===== src/rtl/fifo_wr_arb_pkg.sv =====
// Shared types for the FIFO write arbiter: FSM state encoding and stats counter width.
// Combinational content only; no latency or backpressure of its own.
package fifo_wr_arb_pkg;

  typedef enum logic {
    IDLE  = 1'b0,
    BURST = 1'b1
  } arb_state_e;

  localparam int STAT_WIDTH = 16;

endpackage


===== src/rtl/fifo_wr_arbiter_rr_pick.sv =====
// Round-robin search: first set bit of req at or above ptr, wrapping; purely combinational.
// Zero latency; no backpressure (found=0 when req is empty).
module rr_pick #(
  parameter int N = 4
) (
  input  logic [N-1:0]         req,
  input  logic [$clog2(N)-1:0] ptr,
  output logic                 found,
  output logic [$clog2(N)-1:0] idx
);

  localparam int IDW = $clog2(N);
  localparam logic [IDW:0] N_W = (IDW+1)'(N);

  logic [IDW:0]   sum;
  logic [IDW-1:0] cand;

  // Walk offsets from farthest to nearest so the nearest valid index wins.
  always_comb begin
    found = 1'b0;
    idx   = '0;
    sum   = '0;
    cand  = '0;
    for (int k = N - 1; k >= 0; k--) begin
      sum = {1'b0, ptr} + (IDW+1)'(k);
      if (sum >= N_W) sum = sum - N_W;
      cand = sum[IDW-1:0];
      if (req[cand]) begin
        found = 1'b1;
        idx   = cand;
      end
    end
  end

endmodule


===== src/rtl/fifo_wr_arbiter.sv =====
// Round-robin burst arbiter onto one FIFO write port; one IDLE cycle per grant, beats pass combinationally.
// fifo_wr_full stalls the burst and drops req_ready; FIFO_WR_ARB_STATS_EN adds per-requester beat counters.
module fifo_wr_arbiter
  import fifo_wr_arb_pkg::*;
#(
  parameter int DATA_WIDTH = 8,
  parameter int N_REQ      = 4,
  parameter int MAX_BURST  = 4
) (
  input  logic                          wr_clk,
  input  logic                          rst_n,
  input  logic [N_REQ-1:0]              req_valid,
  input  logic [N_REQ-1:0]              req_last,
  input  logic [N_REQ*DATA_WIDTH-1:0]   req_data,
  output logic [N_REQ-1:0]              req_ready,
  input  logic                          fifo_wr_full,
  output logic                          fifo_wr_inc,
  output logic [DATA_WIDTH-1:0]         fifo_wr_data,
  output logic [$clog2(N_REQ)-1:0]      grant_id,
  output logic                          busy
`ifdef FIFO_WR_ARB_STATS_EN
  ,
  output logic [N_REQ*STAT_WIDTH-1:0]   stat_beats
`endif
);

  localparam int IDW = $clog2(N_REQ);

  arb_state_e     state_q;
  logic [IDW-1:0] rr_ptr_q, rr_ptr_d;
  logic [IDW-1:0] grant_q;
  logic [8:0]     cnt_q, cnt_d;
  logic           busy_q;

  logic           pick_found;
  logic [IDW-1:0] pick_idx;
  logic           in_burst;
  logic           xfer;
  logic           burst_end;

  rr_pick #(
    .N (N_REQ)
  ) u_rr_pick (
    .req   (req_valid),
    .ptr   (rr_ptr_q),
    .found (pick_found),
    .idx   (pick_idx)
  );

  assign in_burst  = (state_q == BURST);
  assign xfer      = in_burst & req_valid[grant_q] & ~fifo_wr_full;
  assign burst_end = xfer & (req_last[grant_q] | (cnt_q == 9'(MAX_BURST - 1)));
  assign cnt_d     = cnt_q + 9'd1;
  assign rr_ptr_d  = (grant_q == IDW'(N_REQ - 1)) ? '0 : grant_q + IDW'(1);

  always_comb begin
    req_ready = '0;
    if (in_burst) req_ready[grant_q] = ~fifo_wr_full;
  end

  assign fifo_wr_inc  = xfer;
  assign fifo_wr_data = req_data[grant_q*DATA_WIDTH +: DATA_WIDTH];
  assign grant_id     = grant_q;
  assign busy         = busy_q;

  always_ff @(posedge wr_clk or negedge rst_n) begin
    if (!rst_n) begin
      state_q  <= IDLE;
      rr_ptr_q <= '0;
      grant_q  <= '0;
      cnt_q    <= '0;
      busy_q   <= 1'b0;
    end else begin
      case (state_q)
        IDLE: begin
          if (pick_found) begin
            state_q <= BURST;
            grant_q <= pick_idx;
            cnt_q   <= '0;
            busy_q  <= 1'b1;
          end
        end
        BURST: begin
          // Stalls (full or granted valid low) hold everything; no preemption.
          if (xfer) begin
            cnt_q <= cnt_d;
            if (burst_end) begin
              state_q  <= IDLE;
              busy_q   <= 1'b0;
              rr_ptr_q <= rr_ptr_d;
            end
          end
        end
      endcase
    end
  end

`ifdef FIFO_WR_ARB_STATS_EN
  logic [STAT_WIDTH-1:0] stat_q [N_REQ];

  always_ff @(posedge wr_clk or negedge rst_n) begin
    if (!rst_n) begin
      for (int i = 0; i < N_REQ; i++) stat_q[i] <= '0;
    end else begin
      for (int i = 0; i < N_REQ; i++) begin
        if (xfer && (grant_q == IDW'(i)) && (stat_q[i] != '1))
          stat_q[i] <= stat_q[i] + STAT_WIDTH'(1);
      end
    end
  end

  always_comb begin
    stat_beats = '0;
    for (int i = 0; i < N_REQ; i++) stat_beats[i*STAT_WIDTH +: STAT_WIDTH] = stat_q[i];
  end
`endif

endmodule


===== config.mk =====
export PLATFORM = sky130hd
export DESIGN_NAME = fifo_wr_arbiter
export DESIGN_NICKNAME = d
export VERILOG_FILES = /design/src/rtl/fifo_wr_arb_pkg.sv /design/src/rtl/fifo_wr_arbiter_rr_pick.sv /design/src/rtl/fifo_wr_arbiter.sv
export SDC_FILE = /design/constraint.sdc
export NUM_CORES = 1
export LEC_CHECK = 0
export ABC_AREA = 1
export CAP_MARGIN = 10
export CORE_MARGIN = 4
export CORE_UTILIZATION = 40
export CTS_CLUSTER_DIAMETER = 150
export DETAILED_ROUTE_END_ITERATION = 7
export GPL_TIMING_DRIVEN = 1
export PLACE_DENSITY = 0.84
export SYNTH_ARGS = -nofsm -noshare
export SYNTH_HDL_FRONTEND = slang
export SYNTH_HIERARCHICAL = 1
export SYNTH_SLANG_ARGS = --single-unit

===== constraint.sdc =====
create_clock -name wr_clk -period 1.65 [get_ports wr_clk]
set_clock_uncertainty 0.1 [all_clocks]
set_input_delay 0.2475 -clock wr_clk [delete_from_list [all_inputs] [get_ports wr_clk]]
set_output_delay 0.2475 -clock wr_clk [all_outputs]
set_load 0.05 [all_outputs]

# == Yosys cells after proc, flatten, opt, wreduce, memory -nomap -nowiden ==
# Index checks and enable logic that the tools add are counted.
# totals
reg_bits,15
word_cells,81
out_inout_bits,16
in_bits,43
# classes
n_eq_ne,5
reduce_logical,5
n_mux,39
n_shift,1
n_lt_le_gt_ge,10
n_bitwise,7
add_sub_neg,9
# op_table
cell,count
indexed part select 32 x 6 -> 8 bit,1
2-to-1 mux 2 bit,9
2-to-1 mux 9 bit,2
case mux 9 bit (2 select lines),1
2-to-1 mux 1 bit,17
"< comparator 2 x 3 -> 1 bit, second input constant",5
binary-select mux 1 bit (select 2 bit),6
"adder 9 x 1 -> 9 bit, second input constant",1
"== test 9 x 2 -> 1 bit, second input constant",1
"greater-or-equal comparator 3 bit, second input constant",3
"subtractor 2 x 1 -> 2 bit, second input constant",4
"adder 2 x 2 -> 3 bit, second input constant",2
AND reduction 3 bit,2
AND 4 bit,1
2-to-1 mux 4 bit,1
"!= test 2 x 1 -> 1 bit, second input constant",2
case mux 1 bit (2 select lines),2
AND reduction 2 bit,2
"adder 2 x 1 -> 3 bit, second input constant",1
AND 1 bit,3
"greater-or-equal comparator 2 x 3 -> 1 bit, second input constant",1
"adder 2 x 1 -> 2 bit, second input constant",1
demux 1 bit (select 2 bit),1
"== test 2 bit, second input constant",1
other kinds (5),6

# == Longest topological paths before layout ==
# depth
depth_word,11
mapped_depth,11
mapped_depth_nobuf,11

# == Hierarchy ==
# The synthesis kept the hierarchy.
# by_module_without_submodules
module,seq_area_each_um2,instances,area_each_um2,cells_each
fifo_wr_arbiter,375.4,1,1340.0,191
rr_pick,0.0,1,212.7,46

# == Least setup slack after synthesis ==
# No wires, ideal clock.
# synth_path
kind,reg-to-output
startpoint,"register grant_q[0], in the netlist grant_id[0]"
endpoint,output port fifo_wr_data[3]
required_time_ns,1.302
path_stages_with_launch,5
path_buffers,2
path_slack_ns,-0.676
t_arrival_ns,1.979
path_cell_list,dfrtp_1 buf_4 buf_2 o21ai_1 o22ai_1
# synth_via
elab_chain_len,1
# synth_lines
element,line,rtl
"start, declared",fifo_wr_arbiter.sv:31,logic [IDW-1:0] grant_q;
"start signal, assigned",fifo_wr_arbiter.sv:78,grant_q <= pick_idx;
indexed part select 32 x 6 -> 8 bit,fifo_wr_arbiter.sv:62,assign fifo_wr_data = req_data[grant_q*DATA_WIDTH +: DATA_WIDTH];
"end, declared",fifo_wr_arbiter.sv:18,"output logic [DATA_WIDTH-1:0] fifo_wr_data,"
# Every way passes these cells.

# == Worst setup path in the final report ==
# layout_path
startpoint,"register grant_q[0], in the netlist grant_id[0]"
endpoint,output port fifo_wr_data[4]
# Same word-level chain as after synthesis.

==> flow_summary.json <==
{
  "syn_area_um2": 1550,
  "wl_per_cell_um": 14.9,
  "gp_congestion": 0.838,
  "core-area_um2": 3720,
  "period_minus_slack_ps": 1850,
  "h-tree-depth": 1,
  "setup_tns_ps": -1110,
  "cp.arrival_ps": 1500,
  "die_width_um": 70.3,
  "worstMarginPinSlew_ps": 307,
  "cts_made_buffers": 3,
  "routed_wl_mm": 5.37,
  "rsz0062_at_grt": "yes",
  "rows": 22,
  "fmaxAchievable_mhz": 541,
  "ys_seq_area_share_pct": 24.2,
  "power_frac_clock_pct": 5.7,
  "p_per_area_nw_per_um2": 1970,
  "cpMaxStageDelayCell": "dfrtp_2",
  "nets": 362,
  "finalMaxSlewViolations": 0,
  "drtIter0Drc": 125,
  "reg2reg_to": "cnt_q[0]",
  "final_layout_size_suffix_gt1_share_pct": 37.1,
  "p_int_mw": 2.75,
  "synth.area.top_cells": "dfrtp_1 24%, nand2_1 16%, nand3_2 7.7%",
  "violations": "setup timing",
  "setup_viol": 13,
  "pwr-share-comb_pct": 83.0,
  "cap_viol_max_count": 0,
  "cts_tree": "done",
  "antenna_found_initial": 0,
  "syn_to_final_growth_pct": 81.3,
  "start_util_pct": 41.8,
  "antenna_cells": 0,
  "die_y_um": 70.3,
  "reg2reg_from": "grant_id[0]",
  "syn_nets": 285,
  "synth_top_area_share_pct": 24.2,
  "p_seq_share_pct": 11.3,
  "holdWs_ps": 212,
  "synth.distinct_cells": 30,
  "ios": 59,
  "clockBufferDepth": 2,
  "clock_latency_ps": 250,
  "maxSlewHeadroom_pct": 79.4,
  "dp.cells": 350,
  "io_buffers": 58,
  "path_clk_slew_ps": 70,
  "clockRootBuffer": "clkbuf_8",
  "yosysWarningCount": 6,
  "drtPass1Iterations": 5,
  "cp-start-kind": "flop",
  "vias": 1895,
  "synth_seq_cells": 15,
  "timing.final.crit_share_pct": 112,
  "path_class": "flop to output pin",
  "synth_top_area_cell": "dfrtp_1",
  "cp-end-kind": "output pin",
  "crit_family": "flip-flops",
  "vias_per_cell": 5.25,
  "dp_hpwl_mm": 3.59,
  "final_cell_count_no_fill": 361,
  "p_sw_share_pct": 50.3,
  "rr_worst_depth": 10,
  "p_leak_nw": 1.25,
  "ant_nets": 0,
  "cp_num_buf_inv": 3,
  "utilization_pct": 75.8,
  "path_cells": "inv_4 > clkbuf_16 > o21ai_1 > o22ai_4 > buf_12",
  "hold_violations": 0,
  "outcome": "finished, violations left",
  "hold_path.class": "input pin to async pin",
  "critPathMaxStageDelay_ps": 440,
  "cts_sinks": 15,
  "grt_usage_pct": 19.3,
  "worst_slack_ps": -199,
  "synth.avg_cell_area_um2": 6.55,
  "crit_fanout": 9,
  "syn_inst": 237,
  "r2r_slack_ps": 40,
  "grt-ovfl-total": 0,
  "cp.required_ps": 1300,
  "cts_hold_buf": 0,
  "grt_pass1_vias": 1760,
  "ir_worst_vdd_mv": 1.10,
  "p_sw_mw": 2.78,
  "dieArea_um2": 4940,
  "drc": 0,
  "grt_max_degree": 20,
  "grt_pass1_wl_mm": 7.87
}
[sequential cells by signal, indices dropped and copies added (netlist names)]
| register | count |
|---|---|
| busy | 1 |
| cnt_q | 9 |
| grant_id | 2 |
| in_burst | 1 |
| rr_ptr_q | 2 |
[metal layers]
metal  vias up  wire length [µm]  GRT usage (%)
met2        97              2660           31.9
met5         -                 0              0
met1       874              2200           25.4
li1        911                 -              -
met4         0               124           5.53
met3        13               383           3.45
[timing repair]
item / 4_1_cts / 5_1_grt
cloned: 0 / 2
pin swaps: 3 / 1
buffers inserted: 3 / 2
gates resized for setup: 24 / 15
setup endpoints to repair: 13 / 26
[metrics by stage]
step / area (µm²) / power (mW) / worst slack (ps)
global route: 2820 / 5.83 / -228
CTS: 2700 / 5.24 / -70.7
global placement: 2610 / 4.72 / -94.4
detailed placement: 2610 / 4.79 / -135
finish: 2820 / 5.53 / -199
floorplan: 1740 / 3.23 / -30.8
[cells by family (layout without fill, tap and decap cells)]
group / count (synthesis) / count (layout) / synth area share [%]
xor gates and xnor gates: 3 / 3 / 1.69
buffers and inverters: 39 / 115 / 11.9
AOI/OAI and AO/OA: 35 / 35 / 13.5
adders and majority gates: 5 / 5 / 4.03
DFF: 15 / 15 / 24.2
and+or+nand+nor: 140 / 140 / 44.6
[cells in the mapped netlist]
master    instances
inv_1            22
o21ai_1           2
o21ai_2           6
buf_4             2
buf_8             1
nand2_4           1
xor2_1            2
nor2_2            1
o21ai_0          15
nand2_8           1
o22ai_1           8
nand3_1          14
dfrtp_1          15
nand2_2           6
buf_2             3
a21oi_1           3
xnor2_1           1
nor2_4            1
nand3_2          12
nand4_1           2
nand2_1          68
ha_1              5
inv_2             7
clkbuf_1          1
nor2_8            1
buf_6             2
nor2_1           32
a21boi_1          1
and2_4            1
clkinv_2          1
[how the worst max path moves through the flow]
stage	from	depth (start not counted)	endpoint	slack [ps]
after floorplan	grant_id[0]	6	req_ready[2]	-30
final	grant_id[0]	5	fifo_wr_data[4]	-200
after detailed placement	req_valid[3]	10	cnt_q[8]	-130
after global routing	grant_id[0]	5	fifo_wr_data[4]	-230
after CTS	grant_id[0]	4	fifo_wr_data[7]	-70
after global placement	req_valid[3]	10	grant_id[1]	-90
[worst register-to-register path, delay by kind of cell (launching register included)]
kind | cells | cell delay (ps)
buffers and inverters | 4 | 540
flip-flops | 1 | 440
AND/OR/NAND/NOR | 5 | 370
AO/OA/AOI/OAI | 1 | 50
[cell type report]
cell class / instances / area, µm²
fill: 253 / 901
sequential: 15 / 379
inverter: 30 / 124
timing repair buffer: 81 / 997
tap: 48 / 60.1
clock buffer: 4 / 45.0
multi-input combinational: 183 / 1210
[power groups by stage]
stage          logic (mW)  registers, mW  clock network (mW)
4_1_cts              4.33          0.607               0.308
2_1_floorplan        2.52          0.712                   0
5_1_grt              4.86          0.639               0.328
3_5_place_dp         4.19          0.602                   0
3_3_place_gp         4.12          0.598                   0
6_report             4.59          0.626               0.314
[cell usage in the layout, fill, tap and decap left out, types with 2 or more instances in the layout]
cell | Yosys | final
a21oi_1 | 3 | 2
buf_12 | 0 | 19
buf_4 | 2 | 15
buf_6 | 2 | 3
clkbuf_16 | 0 | 2
clkbuf_8 | 0 | 3
clkdlybuf4s50_1 | 0 | 42
dfrtp_1 | 15 | 12
dfrtp_2 | 0 | 3
ha_1 | 5 | 2
ha_4 | 0 | 2
inv_1 | 22 | 17
inv_2 | 7 | 9
inv_4 | 0 | 2
nand2_1 | 68 | 64
nand2_2 | 6 | 9
nand2_4 | 1 | 2
nand3_1 | 14 | 14
nand3_2 | 12 | 12
nand4_1 | 2 | 2
nor2_1 | 32 | 27
nor2_2 | 1 | 3
nor2_4 | 1 | 4
o21ai_1 | 2 | 10
o21ai_2 | 6 | 13
o22ai_4 | 0 | 8
xor2_1 | 2 | 2
Power figures use the tool's default switching activity.
